[config.mk]
export PLATFORM = sky130hd
export DESIGN_NAME = hdc_sram_fetch_scheduler
export DESIGN_NICKNAME = d
export VERILOG_FILES = /design/src/rtl/hdc_sram_fetch_scheduler.sv
export SDC_FILE = /design/constraint.sdc
export NUM_CORES = 1
export LEC_CHECK = 0
export BUFFER_PORTS_ARGS = -buffer_cell sky130_fd_sc_hd__buf_4
export CAP_MARGIN = 10
export CORE_MARGIN = 2
export CORE_UTILIZATION = 53
export DETAILED_ROUTE_END_ITERATION = 8
export GPL_TIMING_DRIVEN = 0
export PLACE_DENSITY_LB_ADDON = 0.08
export SETUP_SLACK_MARGIN = 0.5
export SLEW_MARGIN = 15
export SYNTH_ARGS = -nofsm -noshare
export SYNTH_HDL_FRONTEND = slang
export SYNTH_SLANG_ARGS = --single-unit
[constraint.sdc]
create_clock -name Clk_CI -period 6.32 [get_ports Clk_CI]
set_clock_uncertainty 0.15 [all_clocks]
set_input_delay 0.632 -clock Clk_CI [delete_from_list [all_inputs] [get_ports Clk_CI]]
set_output_delay 0.632 -clock Clk_CI [all_outputs]
set_load 0.02 [all_outputs]
[src/rtl/hdc_sram_fetch_scheduler.sv]
// Round-robin scheduler sharing one SRAM row-address bus among the modality fetchers.
// Each grant strobes the requester's three banks, gathers their valids and returns a completion.
module hdc_sram_fetch_scheduler #(
    parameter int NUM_REQ    = 3,
    parameter int ADDR_WIDTH = 8,
    parameter int TIMEOUT    = 255
) (
    input  logic                          Clk_CI,
    input  logic                          Reset_RI,
    input  logic [NUM_REQ-1:0]            ReqValid_SI,
    input  logic [NUM_REQ*ADDR_WIDTH-1:0] ReqAddr_DI,
    output logic [NUM_REQ-1:0]            ReqReady_SO,
    output logic [ADDR_WIDTH-1:0]         sram_addr,
    output logic [3*NUM_REQ-1:0]          SramReq_SO,
    input  logic [3*NUM_REQ-1:0]          SramValid_SI,
    output logic [NUM_REQ-1:0]            RespValid_SO,
    input  logic [NUM_REQ-1:0]            RespReady_SI,
    output logic                          RespErr_SO,
    output logic                          Busy_SO
);
    localparam int GW = (NUM_REQ > 1) ? $clog2(NUM_REQ) : 1;
    localparam int CW = 8;

    typedef enum logic [1:0] {
        ST_IDLE,
        ST_ISSUE,
        ST_WAIT,
        ST_RESP
    } state_t;

    state_t                state_reg;
    state_t                state_next;
    logic [ADDR_WIDTH-1:0] sram_addr_reg;
    logic [GW-1:0]         grant_reg;
    logic [GW-1:0]         last_grant_reg;
    logic [2:0]            mask_reg;
    logic [CW-1:0]         cnt_reg;
    logic                  err_reg;

    logic [GW-1:0]         arb_idx;
    logic                  arb_found;
    int                    arb_cand;
    logic [NUM_REQ-1:0]    grant_oh;
    logic [NUM_REQ-1:0]    arb_oh;
    logic [3*NUM_REQ-1:0]  grant_banks;
    logic [2:0]            grp_valid [NUM_REQ];
    logic [ADDR_WIDTH-1:0] req_addr [NUM_REQ];
    logic [2:0]            cur_valid;
    logic                  all_valid;
    logic                  timed_out;

    for (genvar gi = 0; gi < NUM_REQ; gi++) begin : g_group
        assign grp_valid[gi]          = SramValid_SI[3*gi +: 3];
        assign req_addr[gi]           = ReqAddr_DI[gi*ADDR_WIDTH +: ADDR_WIDTH];
        assign grant_oh[gi]           = (grant_reg == GW'(gi));
        assign arb_oh[gi]             = arb_found && (arb_idx == GW'(gi));
        assign grant_banks[3*gi +: 3] = {3{grant_oh[gi]}};
    end

    // Search starts one past the last served requester so every modality gets a turn.
    always_comb begin
        arb_found = 1'b0;
        arb_idx   = '0;
        arb_cand  = 0;
        for (int k = 1; k <= NUM_REQ; k++) begin
            arb_cand = int'(last_grant_reg) + k;
            if (arb_cand >= NUM_REQ) begin
                arb_cand = arb_cand - NUM_REQ;
            end
            if (!arb_found && ReqValid_SI[GW'(arb_cand)]) begin
                arb_found = 1'b1;
                arb_idx   = GW'(arb_cand);
            end
        end
    end

    // Only the granted group's returns are observed; foreign banks never reach the mask.
    always_comb begin
        cur_valid = 3'b000;
        for (int g = 0; g < NUM_REQ; g++) begin
            if (grant_oh[g]) begin
                cur_valid = cur_valid | grp_valid[g];
            end
        end
    end

    assign all_valid = &(mask_reg | cur_valid);
    assign timed_out = (cnt_reg == CW'(TIMEOUT - 1));

    always_ff @(posedge Clk_CI or negedge Reset_RI) begin
        if (!Reset_RI) begin
            state_reg <= ST_IDLE;
        end else begin
            state_reg <= state_next;
        end
    end

    always_comb begin
        state_next = state_reg;
        case (state_reg)
            ST_IDLE:  if (arb_found) state_next = ST_ISSUE;
            ST_ISSUE: state_next = all_valid ? ST_RESP : ST_WAIT;
            ST_WAIT:  if (all_valid || timed_out) state_next = ST_RESP;
            ST_RESP:  if ((RespReady_SI & grant_oh) != '0) state_next = ST_IDLE;
            default:  state_next = ST_IDLE;
        endcase
    end

    always_ff @(posedge Clk_CI or negedge Reset_RI) begin
        if (!Reset_RI) begin
            sram_addr_reg  <= '0;
            grant_reg      <= '0;
            last_grant_reg <= GW'(NUM_REQ - 1);
            mask_reg       <= '0;
            cnt_reg        <= '0;
            err_reg        <= 1'b0;
        end else begin
            case (state_reg)
                ST_IDLE: begin
                    if (arb_found) begin
                        sram_addr_reg <= req_addr[arb_idx];
                        grant_reg     <= arb_idx;
                        mask_reg      <= '0;
                        cnt_reg       <= '0;
                        err_reg       <= 1'b0;
                    end
                end
                ST_ISSUE: begin
                    mask_reg <= mask_reg | cur_valid;
                end
                ST_WAIT: begin
                    mask_reg <= mask_reg | cur_valid;
                    cnt_reg  <= cnt_reg + 1'b1;
                    // A late completion on the final cycle still wins over the timeout.
                    err_reg  <= !all_valid && timed_out;
                end
                ST_RESP: begin
                    if (state_next == ST_IDLE) begin
                        last_grant_reg <= grant_reg;
                    end
                end
                default: ;
            endcase
        end
    end

    // Ready is masked by reset so nothing is accepted while the block is held in reset.
    always_comb begin
        ReqReady_SO  = '0;
        SramReq_SO   = '0;
        RespValid_SO = '0;
        RespErr_SO   = 1'b0;
        Busy_SO      = 1'b1;
        case (state_reg)
            ST_IDLE: begin
                Busy_SO     = 1'b0;
                ReqReady_SO = arb_oh & {NUM_REQ{Reset_RI}};
            end
            ST_ISSUE: SramReq_SO = grant_banks;
            ST_RESP: begin
                RespValid_SO = grant_oh;
                RespErr_SO   = err_reg;
            end
            default: ;
        endcase
    end

    assign sram_addr = sram_addr_reg;

endmodule
---- Word level (Yosys, flattened, before mapping) ----
Cells that the tools add are included.
cells by class
  add/subtract/negate cells ............... 7
  multiply operators ...................... 0
  divide/modulo/power cells ............... 0
  $lt $le $gt $ge ......................... 7
  equality and inequality tests ........... 9
  shift-type cells ........................ 0
  muxes and demuxes ....................... 40
  bitwise logic cells ..................... 6
  reduce and logical (&&, ||, !) cells .... 23
operator list
  kind                                                                number
  two-way mux 8 bit                                                   3
  two-way mux 2 bit                                                   9
  two-way mux 3 bit                                                   6
  binary-select mux 8 bit (select 2 bit)                              1
  case mux 8 bit (2 select lines)                                     1
  two-way mux 1 bit                                                   13
  < comparator 2 x 4 -> 1 bit (second input constant)                 3
  greater-or-equal comparator 3 x 2 -> 1 bit (second input constant)  3
  two-way mux 9 bit                                                   1
  bitwise OR 3 bit                                                    3
  adder 8 x 1 -> 8 bit (second input constant)                        1
  equality test 2 bit (second input constant)                         4
  equality test 8 bit (second input constant)                         1
  logical NOT 2 bit                                                   4
  case mux 2 bit (4 select lines)                                     1
  AND reduction 2 bit                                                 4
  adder 2 x 2 -> 3 bit (second input constant)                        2
  bitwise AND 3 bit                                                   2
  binary-select mux 1 bit (select 2 bit)                              3
  equality test 2 x 1 -> 1 bit (second input constant)                3
  logical AND 1 bit                                                   6
  case mux 3 bit (2 select lines)                                     1
  subtractor 2 bit (second input constant)                            3
  nonzero test 2 bit                                                  2
  other kinds (10)                                                    12
word-level totals
  flip-flop bits (word level) ............. 26
  bits in latches ......................... 0
  RAM bits ................................ 0
  memory bits (read-only) ................. 0
  input bits .............................. 41
  output and inout port bits .............. 25
  logic and storage cells ................. 99
  memories ................................ 0

---- Longest topological paths before layout ----
Gate-level depths: netlist (run 1).
  depth after elaboration ................. 17
  gate-level depth with buffers ........... 10
  mapped depth without buffers ............ 8

---- Worst setup path before layout (run 1) ----
OpenSTA, ideal clock, no wires.
  path kind ............................... flip-flop to output port
  start ................................... reg last_grant_reg[1]
  end ..................................... out ReqReady_SO[1]
  arrival ................................. 2.351 ns
  data required time ...................... 5.538 ns
  slack ................................... 3.187 ns
  cell stages (with the launch flop) ...... 9
  path buffers ............................ 1
  path through ............................ dfstp_2 inv_1 ha_1 clkbuf_1 a21bo_2 nor3_1 a221oi_1 nor3b_2 and2_1
on the way
  cells in the longest elaborated chain, start to end .. 17
RTL lines
  what                                                                            line    text
  start: declaration                                                              35      logic [GW-1:0] last_grant_reg;
  start signal: assignment                                                        113     last_grant_reg <= GW'(NUM_REQ - 1);
  start signal: assignment                                                        139     last_grant_reg <= grant_reg;
  adder 2 x 1 -> 3 bit                                                            66      arb_cand = int'(last_grant_reg) + k;
  greater-or-equal comparator 3 x 2 -> 1 bit or subtractor 2 bit (tied branches)  67, 68
  two-way mux 2 bit                                                               67      if (arb_cand >= NUM_REQ) begin
  binary-select mux 1 bit (select 2 bit)                                          70      if (!arb_found && ReqValid_SI[GW'(arb_cand)]) begin
  two-way mux 1 bit (not written as such) (2 in series)                           70
  two-way mux 1 bit                                                               70
  logical NOT 1 bit                                                               70
  logical AND 1 bit                                                               70
  two-way mux 1 bit                                                               70
  logical NOT 1 bit                                                               70
  logical AND 1 bit                                                               70
  two-way mux 2 bit                                                               70
  equality test 2 x 1 -> 1 bit                                                    56      assign arb_oh[gi] = arb_found && (arb_idx == GW'(gi));
  logical AND 1 bit *                                                             56
  bitwise AND 3 bit *                                                             157     ReqReady_SO = arb_oh & {NUM_REQ{Reset_RI}};
  two-way mux 3 bit *                                                             154     case (state_reg)
  end: declaration                                                                12      output logic [NUM_REQ-1:0] ReqReady_SO,
Mark *: on every way between the ends. The rest lies on a longest branch, timed or not. The select of a mux whose other input is x is not followed.

---- Worst setup path after layout (run 1) ----
  start ................................... reg last_grant_reg[0]
  end ..................................... out ReqReady_SO[1]
Same word-level chain as after synthesis.

==> results.cfg, run 1 <==
[run_status]
outcome = finished clean

[placement]
placedCellCount = 293
dpl.hpwl_um = 3250
place_congestion = 0.818
io_buffers = 65
dpl-instance-area_um2 = 2290

[logic_synthesis]
synth_area_leaders = dfrtp_1 36%, ha_1 6.4%, nand2_1 5.4%, a222oi_1 4.6%, buf_4 2.6%
synth_top_area_share_pct = 35.8
syn_avg_cell_area_um2 = 9.51
async_flop_share_pct = 100
synth_ff_type = dfrtp_1
syn-num-nets = 234
synth_common_cells = 25 x dfrtp_1, 25 x nand2_1, 12 x inv_1
ys_types = 53
synth_area_leader_cell = dfrtp_1
yosys_warnings = 0
syn_inst = 184
synth_edf_count = 0
synth_seq_cells = 26
syn_area_um2 = 1750
synth_seq_area_share_pct = 37.3

[cells_and_area]
fin_util_pct = 74.7
multi_input_area_um2 = 977
ff_latch_area_um2 = 652
nets = 304
final_cells = 297
drive_above_1_share_pct = 37.9
antennaDiodeCount = 0
area_growth_syn_to_layout_pct = 32.5
fillCellCount = 271
fin_area_um2 = 2320

[worst_setup_path]
max_stage_delay_ps = 570
r2r_start = last_grant_reg[0]
ff2ff_path_depth = 9
cp-end-kind = primary output
cp-start-kind = flop
rr_endpoint = last_grant_reg[0]
r2r_setup_slack_ps = 3190
startpoint = last_grant_reg[0]
critPathKind = flop to primary output
required_ps = 5540
critPathMaxFanout = 10
path_cells = inv_1 -> ha_1 -> clkbuf_1 -> a21bo_2 -> nor3_1 -> a221oi_1 -> nor3b_2 -> and2_1 -> buf_4
slowest_stage = nor3b_2
arrival_ps = 3110

[global_route]
grt-ovfl-total = 0
grt_pass1_vias = 1589
antenna_found_initial = 0
grt_pass1_wl_um = 6890
grt_max_degree = 30
grt_use_total_pct = 23.9

[floorplan]
start_util_pct = 56.4
num_io_pins = 66
die_y_um = 61.5
coreArea_um2 = 3100
die_x_um = 61.5
die_area_um2 = 3780
row_count = 20

[flow_run]
timing.max_cap.violations = 0

[pwr]
p_leak_nw = 1.13
p_per_area_nw_per_um2 = 414
ir_drop_mv = 0.299

[clocking]
cts_setup_buffers = 0
path_clk_slew_ps = 140
clock_latency_ps = 320
cts_tree = done
cts_buffer_depth = 2
htreeDepth = 1
cts_hold_buf = 0
ctsResizeCount = 0
clock_tree.root_cell = clkbuf_4
numCtsBuffers = 3
clock_sinks = 26

[sta]
setup_viol_count_final = 0
final-hold-violation-count = 0
rsz0062_at_grt = false
tightest_slew_ps = 737
slew_headroom_pct = 50.8
finalCritPeriodShare_pct = 61.6
fmax_mhz = 257
min_period_ps = 3890
hold_ws_ps = 42.0
tns_ps = 0
final_max_slew_viol_count = 0

[drt]
vias_per_cell = 5.55
vias = 1648
drt_first_pass_iters = 5
drtAntennaViolNets = 0
drtIter0Drc = 162
drc_errors = 0
wl_um = 4160
wl_per_cell_um = 14.0

[hold_path]
hold_class = input port to asynchronous set/reset pin
## worst max-delay path by stage
stage	end	slack, ps	depth (start not counted)
after global routing	ReqReady_SO[2]	2170	9
final	ReqReady_SO[1]	2430	9
after CTS	ReqReady_SO[2]	2390	9
after floorplan	ReqReady_SO[1]	3190	8
after detailed placement	ReqReady_SO[2]	2770	9
after global placement	ReqReady_SO[2]	2820	9
## routing by layer
| metal | up-vias | GRT usage, % | part of all wire (%) |
|---|---|---|---|
| met4 | 0 | 3.34 | 0.51 |
| met1 | 787 | 31.4 | 44 |
| met3 | 2 | 5.67 | 5.4 |
| li1 | 810 | - | - |
| met5 | - | 0 | 0 |
| met2 | 49 | 41.2 | 50 |
## worst max-delay path: cells and delay by family, from the launching register on
family | cells | cell delay (ps)
adders and majority gates | 1 | 280
buffers and inverters | 3 | 550
and+or+nand+nor | 3 | 1000
DFF | 1 | 500
AOI/OAI and AO/OA | 2 | 440
## cell families after synthesis
logic type	after synthesis	synth area share [%]
flops	26	37.3
buf+inv	23	6.87
xor+xnor	3	1.50
simple gates	71	21.9
fa+ha+maj	9	6.44
compound gates	44	20.8
mux	8	5.22
## power by group
group	switching [mW]	leakage (nW)	internal [mW]	total, mW
Clock	0.0488	0.0150	0.0247	0.0735
Combinational	0.344	0.783	0.276	0.620
Sequential	0.0421	0.336	0.224	0.266
## area by class of cell
class | instances | area share, %
multi-input cells | 135 | 42.1
flip-flops and latches | 26 | 28.1
repair buffers | 65 | 21.0
plain buffers | 11 | 3.24
well taps | 44 | 2.37
inverters | 12 | 1.94
clock buffers | 4 | 1.13
## through the flow
| step | setup WS [ps] | power (mW) |
|---|---|---|
| after floorplan | 3190 | 0.699 |
| after global placement | 2820 | 0.878 |
| after detailed placement | 2770 | 0.890 |
| after CTS | 2390 | 0.962 |
| after global routing | 2170 | 1.04 |
| final | 2430 | 0.959 |
## cells in the final DEF, fill, tap and decap left out, types with 4 or more instances in the layout
cell type	netlist	final
a222oi_1	8	8
inv_1	12	12
and2_1	6	6
buf_4	6	71
nor2b_1	5	5
nand2_1	25	25
dfrtp_1	25	25
ha_1	9	9
a221o_1	4	4
nor2_1	8	8
a21oi_1	5	5
o21ai_0	7	7
nor3_1	5	5
No activity file was read; power rests on OpenSTA's default activity.
==> run 2, diff against run 1 <==
--- a/config.mk
+++ b/config.mk
@@ -8,7 +8,7 @@
 export BUFFER_PORTS_ARGS = -buffer_cell sky130_fd_sc_hd__buf_4
 export CAP_MARGIN = 10
 export CORE_MARGIN = 2
-export CORE_UTILIZATION = 53
+export CORE_UTILIZATION = 44
 export DETAILED_ROUTE_END_ITERATION = 8
 export GPL_TIMING_DRIVEN = 0
 export PLACE_DENSITY_LB_ADDON = 0.08
==> constraint.sdc (replaced) <==
create_clock -name Clk_CI -period 3.4 [get_ports Clk_CI]
set_clock_uncertainty 0.15 [all_clocks]
set_input_delay 0.34 -clock Clk_CI [delete_from_list [all_inputs] [get_ports Clk_CI]]
set_output_delay 0.34 -clock Clk_CI [all_outputs]
set_load 0.02 [all_outputs]
==> results.cfg, run 2 (synthesis results as in run 1) <==
[drt]
wl_met3_um = 283
routedLengthMet1_um = 2130
vias = 1715
drtAntennaViolNets = 0
drt_first_pass_iters = 4
drtIter0Drc = 107
route.met2.wl_um = 2300
vias_per_cell = 5.46
drc_errors = 0
wl_um = 4740
top_layer = met4
wl_per_cell_um = 15.1

[cells_and_area]
fin_area_um2 = 2610
ff_latch_area_um2 = 653
drive_above_1_share_pct = 47.4
fillCellCount = 304
final_cells = 314
antennaDiodeCount = 0
area_growth_syn_to_layout_pct = 48.9
multi_input_area_um2 = 1080
fin_util_pct = 69.6
nets = 317
final_cell_mix = 81 x buf_4, 25 x nand2_1, 24 x dfrtp_1, 11 x inv_1
layout_commonest_cell = buf_4

[sta]
final_max_slew_viol_count = 0
finalCritPeriodShare_pct = 83.4
fmax_mhz = 353
slew_headroom_pct = 75.5
setup_viol_count_final = 0
tightest_slew_ps = 365
hold_ws_ps = 94.0
min_period_ps = 2830
final-hold-violation-count = 0
setup_ws_ps = 565
rsz0062_at_grt = true
tns_ps = 0

[clocking]
path_clk_slew_ps = 110
clock_tree.root_cell = clkbuf_8
clock_latency_ps = 280
cts_tree = done
htreeDepth = 1
numCtsBuffers = 3
cts_buffer_depth = 2
clock_sinks = 26

[pwr]
power.total_mw = 2.18
p_sw_mw = 0.934
sequentialPowerShare_pct = 22.8
p_per_area_nw_per_um2 = 838
p_leak_nw = 1.25
power_frac_comb_pct = 65.1
pwr-share-clk_pct = 12.1
swShare_pct = 42.8
ir_drop_mv = 0.565
power.internal_mw = 1.25

[worst_setup_path]
cpMostUsedCell = buf_6
path_cells = inv_1 -> ha_2 -> nor2b_2 -> o41ai_2 -> or2_1 -> buf_6 -> nor3b_4 -> and2_4 -> buf_6
cp-end-kind = primary output
cp-start-kind = flop
required_ps = 2910
max_stage_delay_ps = 460
critPathMaxFanout = 6
critPathKind = flop to primary output
slowest_stage = dfrtp_2
arrival_ps = 2340

[placement]
place_ws_ps = 141
dpl.hpwl_um = 3210
io_buffers = 65
place_congestion = 0.745
placedCellCount = 297
dpl-instance-area_um2 = 2300

[global_route]
antenna_found_initial = 0
grt_use_total_pct = 22.5
grt_pass1_vias = 1737
grt_pass1_wl_um = 7810
grt_max_degree = 30
grt-ovfl-total = 0

[floorplan]
row_count = 22
num_io_pins = 66
die_area_um2 = 4500
coreArea_um2 = 3740
die_x_um = 67.1
start_util_pct = 46.7
die_y_um = 67.1

[run_status]
outcome = finished clean

[flow_run]
timing.max_cap.violations = 0

[hold_path]
hold_class = input port to flop
run 2: worst paths after layout:
check,to,cells past startpoint,startpoint,slack (ps)
min,sram_addr[0],3,ReqAddr_DI[8],90
min reg2reg,err_reg,2,err_reg,330
min in group asynchronous,mask_reg[2],2,Reset_RI,350
max reg2reg,last_grant_reg[0],10,last_grant_reg[1],660
max,ReqReady_SO[1],9,last_grant_reg[0],570
max in group asynchronous,last_grant_reg[1],2,Reset_RI,2440
run 2: cell type report:
class	instances	share of cell area (%)
clock buffer	3	1.59
tap	48	2.31
timing repair buffer	78	22.9
sequential	26	25.1
buffer	11	3.55
multi-input combinational	135	41.6
inverter	12	1.83
clock inverter	1	1.15
run 2: layer usage:
layer | GRT usage (%) | vias up
met2 | 37.0 | 60
met1 | 30.7 | 810
met3 | 4.05 | 4
met4 | 4.34 | 0
li1 | - | 841
met5 | 0 | -
run 2: what timing repair did:
action,4_1_cts,5_1_grt
pin swaps,6,7
gates resized for setup,23,8
buffers inserted,6,6
hold endpoints to repair,25,0
hold buffers,1,0
endpoints found under the setup margin,14,7
run 2: critical path, delay by kind of cell, from the launching register on:
family	cells	cell delay, ps
adder cells (fa/ha/maj)	1	300
flip-flops	1	460
AND/OR/NAND/NOR	4	480
buffers and inverters	3	380
AO/OA/AOI/OAI	1	440
run 2: power groups by stage:
stage                     Sequential, mW  Clock [mW]  Combinational (mW)
final                              0.498       0.264                1.42
after global routing               0.512       0.281                1.55
after CTS                          0.498       0.268                1.33
after detailed placement           0.498           0                1.16
after global placement             0.500           0                1.15
after floorplan                    0.537           0               0.762
